--- config.mk ---
export PLATFORM = sky130hd
export DESIGN_NAME = hex_nib_cnt
export DESIGN_NICKNAME = d
export VERILOG_FILES = /design/src/rtl/hex_nib_cnt.sv
export SDC_FILE = /design/constraint.sdc
export NUM_CORES = 1
export LEC_CHECK = 0
export ABC_AREA = 1
export BUFFER_PORTS_ARGS = -buffer_cell sky130_fd_sc_hd__buf_2
export CORE_MARGIN = 2
export CORE_UTILIZATION = 35
export DETAILED_ROUTE_END_ITERATION = 16
export GPL_TIMING_DRIVEN = 0
export PLACE_DENSITY = 0.53
export SLEW_MARGIN = 30
export SYNTH_ARGS = -nofsm -noshare
export SYNTH_HDL_FRONTEND = slang
export SYNTH_SLANG_ARGS = --single-unit
--- constraint.sdc ---
create_clock -name CLK -period 1.5 [get_ports CLK]
set_input_delay 0 -clock CLK [delete_from_list [all_inputs] [get_ports CLK]]
set_output_delay 0 -clock CLK [all_outputs]
set_load 0.01 [all_outputs]
--- src/rtl/hex_nib_cnt.sv ---
`default_nettype none
// ============================================================================
// Module      : hex_nib_cnt
// Description : Nibble-loadable saturating up/down counter with terminal-count
//               pulse and sticky under/overflow flag for the HEX2BIN path.
// Revision    : 1.0 - initial release
// ============================================================================
module hex_nib_cnt #(
  parameter int NIB = 2,
  parameter int SW  = (NIB > 1) ? $clog2(NIB) : 1
) (
  input  logic            CLK,
  input  logic            CLR,
  input  logic            SCLR,
  input  logic            LD,
  input  logic [SW-1:0]   LSEL,
  input  logic [3:0]      D,
  input  logic            CE,
  input  logic            UP,
  output logic [4*NIB-1:0] Q,
  output logic            ZD,
  output logic            TC,
  output logic            ERR
);

  localparam int W = 4 * NIB;
  localparam logic [W-1:0] c_ZERO  = '0;
  localparam logic [W-1:0] c_ONE   = W'(1);
  localparam logic [W-1:0] c_MAX   = '1;
  localparam logic [W-1:0] c_MAXM1 = {{(W-1){1'b1}}, 1'b0};

  logic [W-1:0] r_q;
  logic         r_tc;
  logic         r_err;

  logic [W-1:0] w_q_load;
  logic [W-1:0] w_q_nxt;
  logic         w_tc_nxt;
  logic         w_err_nxt;
  logic         w_zero;
  logic         w_full;

  // An out-of-range LSEL matches no nibble, so the load leaves Q untouched.
  for (genvar i = 0; i < NIB; i++) begin : g_nib
    logic w_sel;
    assign w_sel                = (LSEL == SW'(i));
    assign w_q_load[4*i +: 4]   = w_sel ? D : r_q[4*i +: 4];
  end

  assign w_zero = (r_q == c_ZERO);
  assign w_full = (r_q == c_MAX);

  always_comb begin
    w_q_nxt   = r_q;
    w_tc_nxt  = 1'b0;
    w_err_nxt = r_err;
    if (SCLR) begin
      w_q_nxt   = c_ZERO;
      w_err_nxt = 1'b0;
    end else if (LD) begin
      w_q_nxt   = w_q_load;
      w_err_nxt = 1'b0;
    end else if (CE) begin
      if (UP) begin
        if (w_full) begin
          w_err_nxt = 1'b1;
        end else begin
          w_q_nxt  = r_q + c_ONE;
          w_tc_nxt = (r_q == c_MAXM1);
        end
      end else begin
        if (w_zero) begin
          w_err_nxt = 1'b1;
        end else begin
          w_q_nxt  = r_q - c_ONE;
          w_tc_nxt = (r_q == c_ONE);
        end
      end
    end
  end

  always_ff @(posedge CLK or posedge CLR) begin
    if (CLR) begin
      r_q   <= c_ZERO;
      r_tc  <= 1'b0;
      r_err <= 1'b0;
    end else begin
      r_q   <= w_q_nxt;
      r_tc  <= w_tc_nxt;
      r_err <= w_err_nxt;
    end
  end

  assign Q   = r_q;
  assign ZD  = w_zero;
  assign TC  = r_tc;
  assign ERR = r_err;

endmodule
`default_nettype wire

==> flow_summary.json, run 1 <==
{
  "layout_commonest_cell": "nand2_1",
  "clockBufferDepth": 2,
  "pin_count": 22,
  "cp_max_fo": 8,
  "gp_congestion": 0.795,
  "cp-end-kind": "register",
  "viasPerCell": 5.16,
  "p_comb_frac": 0.404,
  "worst_setup_path_start_kind": "register",
  "area_growth_pct": 32.1,
  "hp-class": "input pin to register",
  "setup_ws_ns": 0.0583,
  "grt_pass1_wl_um": 4220,
  "worstMarginPinSlew_ns": 0.512,
  "rrSetupSlack_ns": 0.06,
  "numCtsBuffers": 3,
  "dp_hpwl_um": 1980,
  "drive_above_1_share": 0.335,
  "final_antenna_net_count": 0,
  "path_clk_slew_ns": 0.07,
  "p_int_w": 0.000626,
  "p_leak_nw": 0.621,
  "final_cell_mix": "33 x nand2_1, 25 x nand3_1, 21 x buf_2",
  "syn_area_per_cell_sq_um": 6.64,
  "startpoint": "Q[0]",
  "dpl_worst_slack_ns": -0.122,
  "p_switching_w": 0.000426,
  "worstPathArrival_ns": 1.64,
  "r2r_end": "Q[1]",
  "diodes": 0,
  "share_seq_of_total_power": 0.345,
  "seq_area_frac_synth": 0.265,
  "fmax_ghz": 0.694,
  "firstDrtPassIters": 4,
  "initial_core_util": 0.374,
  "synth_nets": 158,
  "switching_share": 0.405,
  "avgRoutedWirePerCell_um": 13.8,
  "skew_ns": 0.00607,
  "core_sq_um": 2520,
  "maxSlewHeadroom": 0.659,
  "setup_viol": 0,
  "vdd_ir_drop_max_uv": 477,
  "maxSlewViolCount": 0,
  "cts_sinks": 10,
  "grt_overflow": 0,
  "finalHoldViolations": 0,
  "cts_tree": "built",
  "synth_cells": 142,
  "grt_setup_unrepaired": "yes",
  "required_ns": 1.70,
  "antenna_found_initial": 0,
  "die_h_um": 55.9,
  "grt_pass1_vias": 843,
  "fillers": 273,
  "ys_warn_count": 0,
  "drt-total-wl_um": 2790,
  "cp-endpoint": "Q[1]",
  "placedInstanceArea_sq_um": 1080,
  "finalCritPeriodShare": 0.961,
  "num_vias": 1048,
  "status": "complete, no violations",
  "synth.distinct_cells": 24,
  "reg2reg_depth": 8,
  "pwr-share-clk": 0.251,
  "period_minus_slack_ns": 1.44,
  "synth_area_sq_um": 943,
  "drc": 0,
  "design_area_sq_um": 1250,
  "cts-root-buf": "clkbuf_4",
  "powerDensity_nw_per_um2": 844,
  "die_w_um": 55.9,
  "grt_use_total": 0.173,
  "synth-seq-cells": 10,
  "h-tree-depth": 1,
  "critPathKind": "register to register",
  "placementRows": 18,
  "final_nets": 190,
  "port_buffers": 20,
  "drv_cap": 0,
  "clk_latency_ns": 0.28,
  "fin_tns_setup_ns": 0,
  "grt_max_degree": 11,
  "p_total_w": 0.00105,
  "first_iter_violations": 48,
  "die-area_sq_um": 3130,
  "holdPathStages": 4,
  "reg2reg_from": "Q[0]",
  "post-route-util": 0.494
}
[final cells by class]
type | instances | area [sq um] | share of cell area
Tap cell | 30 | 37.5 | 0.0301
Clock buffer | 4 | 36.3 | 0.0291
Inverter | 17 | 71.3 | 0.0572
Timing Repair Buffer | 27 | 158 | 0.127
Multi-Input combinational cell | 112 | 672 | 0.539
Buffer | 3 | 16.3 | 0.0131
Sequential cell | 10 | 255 | 0.205
[layer usage]
metal,up-vias,GRT usage,part of all wire,wire length [um]
met4,0,0.0204,0.0029,8
met2,30,0.291,0.50,1400
met1,482,0.227,0.45,1250
met3,2,0.0488,0.048,135
li1,534,-,-,-
met5,-,0,0,0
[timing repair]
item	CTS	global route
gates resized for setup	5	16
endpoints found under the hold margin	11	0
pin swaps	1	9
hold buffers	2	0
endpoints found under the setup margin	8	8
buffers inserted	4	1
[cell usage after synthesis]
master / number / area, sq um
nand3_1: 27 / 135
nor3b_1: 1 / 7.51
nor2_4: 4 / 45.0
clkbuf_1: 1 / 3.75
ha_1: 5 / 62.6
o21a_1: 3 / 22.5
inv_1: 14 / 52.6
nand3b_1: 3 / 22.5
clkinv_2: 1 / 5.00
nor2_1: 10 / 37.5
buf_4: 1 / 7.51
nor3_1: 3 / 15.0
o21ai_0: 3 / 15.0
nor2_2: 1 / 6.26
nand2_2: 3 / 18.8
inv_2: 2 / 7.51
nand2_4: 2 / 22.5
a21oi_1: 2 / 10.0
nand4_1: 4 / 25.0
dfrtp_1: 10 / 250
buf_2: 1 / 5.00
nand2_1: 34 / 128
xor2_1: 1 / 8.76
o21ai_1: 6 / 30.0
[metrics by stage]
step                hold WS (ns)  cells
floorplan                 -0.160    142
global placement          0.0143    192
detailed placement        0.0180    192
CTS                       0.0266    202
global route              0.0427    203
finish                    0.0457    203
[critical path, stage by stage, from the launching register on]
cell and delay [ns]:
dfrtp_2 0.46, ha_4 0.18, inv_1 0.06, nor2_2 0.05, nand3_2 0.09, nand2_2 0.07, nor2_4 0.25, nand3_2 0.10
o21ai_1 0.10
[logic make-up (layout without fill, tap and decap cells)]
kind of cell / after synthesis / in the layout / synth area share
and+or+nand+nor: 92 / 92 / 0.491
adders and majority gates: 5 / 5 / 0.0663
buffers and inverters: 20 / 51 / 0.0862
DFF: 10 / 10 / 0.265
xor gates and xnor gates: 1 / 1 / 0.00929
AOI/OAI and AO/OA: 14 / 14 / 0.0822
[worst min-delay path by stage]
stage | from | endpoint | slack (ns)
floorplan | CLR | ERR | -0.16
CTS | SCLR | TC | 0.03
global placement | CLR | Q[4] | 0.01
finish | SCLR | TC | 0.05
global route | SCLR | TC | 0.04
detailed placement | CLR | Q[4] | 0.02
[power by group through the flow]
stage                     logic, W  clock network, W  registers, W
after floorplan           0.000239                 0      0.000362
after global placement    0.000347                 0      0.000357
after detailed placement  0.000351                 0      0.000360
after CTS                 0.000386          0.000270      0.000353
after global routing      0.000475          0.000285      0.000369
final                     0.000425          0.000264      0.000363
[registers in the layout (all words and copies together) (netlist names)]
register and cells:
ERR 1, Q 8, TC 1
(Power assumes the default switching activity.)
==> run 2: changes to the inputs <==
--- a/config.mk
+++ b/config.mk
@@ -9,9 +9,11 @@
 export BUFFER_PORTS_ARGS = -buffer_cell sky130_fd_sc_hd__buf_2
 export CORE_MARGIN = 2
 export CORE_UTILIZATION = 35
+export CTS_BUF_LIST = sky130_fd_sc_hd__clkbuf_8 sky130_fd_sc_hd__clkbuf_16
 export DETAILED_ROUTE_END_ITERATION = 16
 export GPL_TIMING_DRIVEN = 0
 export PLACE_DENSITY = 0.53
+export SKIP_CTS_REPAIR_TIMING = 1
 export SLEW_MARGIN = 30
 export SYNTH_ARGS = -nofsm -noshare
 export SYNTH_HDL_FRONTEND = slang
==> constraint.sdc (replaced) <==
create_clock -name CLK -period 1.8 [get_ports CLK]
set_input_delay 0 -clock CLK [delete_from_list [all_inputs] [get_ports CLK]]
set_output_delay 0 -clock CLK [all_outputs]
set_load 0.01 [all_outputs]
==> flow_summary.json, run 2 (synthesis results as in run 1) <==
{
  "startpoint": "Q[0]",
  "grt_pass1_wl_um": 4170,
  "p_leak_nw": 0.598,
  "holdCritStartpoint": "CE",
  "path_clk_slew_ns": 0.05,
  "h-tree-depth": 1,
  "p_switching_w": 0.000335,
  "final_antenna_net_count": 0,
  "area_growth_pct": 21.5,
  "maxSlewViolCount": 0,
  "final_cells": 197,
  "maxSlewHeadroom": 0.655,
  "setup_viol": 0,
  "finalHoldViolations": 0,
  "numCtsBuffers": 3,
  "pin_count": 22,
  "powerDensity_nw_per_um2": 776,
  "path_delay_family": "simple AND/OR/NAND/NOR gates",
  "largest_reg_flops": 8,
  "holdPathStages": 3,
  "worstPathArrival_ns": 1.78,
  "cts-root-buf": "clkbuf_8",
  "die_h_um": 55.9,
  "required_ns": 1.97,
  "layout_commonest_cell": "nand2_1",
  "pwr-share-clk": 0.337,
  "slowest_stage": "dfrtp_1",
  "final_nets": 184,
  "dp_hpwl_um": 1980,
  "critPathBufInv": 1,
  "clockBufferDepth": 2,
  "whs_endpoint": "TC",
  "grt_overflow": 0,
  "fmax_ghz": 0.618,
  "avgRoutedWirePerCell_um": 13.3,
  "core_sq_um": 2520,
  "drive_above_1_share": 0.234,
  "max_stage_delay_ns": 0.46,
  "setup_ws_ns": 0.182,
  "cp_max_fo": 8,
  "drt-total-wl_um": 2620,
  "grt_pass1_vias": 827,
  "cts_tree": "built",
  "viasPerCell": 5.03,
  "dp.cells": 192,
  "reg2reg_depth": 9,
  "fin_tns_setup_ns": 0,
  "firstDrtPassIters": 4,
  "switching_share": 0.377,
  "finalCritPeriodShare": 0.899,
  "port_buffers": 20,
  "die_w_um": 55.9,
  "num_vias": 991,
  "r2r_end": "Q[1]",
  "grt_max_degree": 11,
  "grt_use_total": 0.172,
  "reg2reg_from": "Q[0]",
  "cts_sinks": 10,
  "rrSetupSlack_ns": 0.18,
  "share_seq_of_total_power": 0.333,
  "grt_setup_unrepaired": "no",
  "worstMarginPinSlew_ns": 0.517,
  "gp_congestion": 0.795,
  "hold_ws_ns": 0.0200,
  "drc": 0,
  "critPathKind": "register to register",
  "p_int_w": 0.000554,
  "worst_setup_path_start_kind": "register",
  "dpl_worst_slack_ns": 0.178,
  "first_iter_violations": 30,
  "vdd_ir_drop_max_uv": 546,
  "post-route-util": 0.454,
  "placementRows": 18,
  "hp-class": "input pin to register",
  "cp-end-kind": "register",
  "diodes": 0,
  "antenna_found_initial": 0,
  "die-area_sq_um": 3130,
  "cp_cell_sequence": "inv_1, ha_1, nand2_2, nor2_4, nand2_4, nand2_4, nor2_4, nand3_1, o21ai_1",
  "initial_core_util": 0.374,
  "period_minus_slack_ns": 1.62,
  "final_cell_mix": "34 x nand2_1, 27 x nand3_1, 21 x buf_2",
  "status": "complete, no violations",
  "drv_cap": 0,
  "clk_latency_ns": 0.25,
  "skew_ns": 0.00561,
  "p_comb_frac": 0.330
}
run 2: worst register-to-register path, cell delays in order, from the launching register on:
cell and delay [ns]:
dfrtp_1 0.46, inv_1 0.14, ha_1 0.24, nand2_2 0.09
nor2_4 0.05, nand2_4 0.05, nand2_4 0.07, nor2_4 0.21
nand3_1 0.12, o21ai_1 0.10
run 2: power by group through the flow:
stage | Sequential (W) | Clock [W] | Combinational, W
2_1_floorplan | 0.000302 | 0 | 0.000199
3_3_place_gp | 0.000298 | 0 | 0.000289
3_5_place_dp | 0.000300 | 0 | 0.000292
4_1_cts | 0.000297 | 0.000305 | 0.000294
5_1_grt | 0.000303 | 0.000315 | 0.000332
6_report | 0.000296 | 0.000299 | 0.000294
run 2: area by class of cell:
type / count / area, sq um
buffer: 3 / 16.3
fill: 271 / 1380
timing repair buffer: 21 / 110
multi-input combinational: 112 / 612
tap: 30 / 37.5
inverter: 17 / 65.1
sequential: 10 / 250
clock buffer: 4 / 55.1
run 2: worst max path at each step:
stage | cells past startpoint | slack, ns | endpoint
6_report | 9 | 0.18 | Q[1]
4_1_cts | 9 | 0.16 | Q[1]
3_5_place_dp | 9 | 0.18 | Q[1]
5_1_grt | 9 | 0.03 | Q[1]
2_1_floorplan | 10 | 0.34 | Q[6]
3_3_place_gp | 9 | 0.25 | Q[1]
run 2: per-layer routing:
| metal | track usage | vias up | part of all wire |
|---|---|---|---|
| li1 | - | 517 | - |
| met4 | 0.0306 | 0 | 0.0042 |
| met5 | 0 | - | 0 |
| met1 | 0.226 | 451 | 0.47 |
| met2 | 0.284 | 21 | 0.48 |
| met3 | 0.0488 | 2 | 0.040 |
run 2: through the flow:
stage	instance area, sq um	power [W]
6_report	1150	0.000889
3_3_place_gp	1080	0.000587
4_1_cts	1140	0.000895
3_5_place_dp	1080	0.000593
5_1_grt	1150	0.000951
2_1_floorplan	943	0.000501
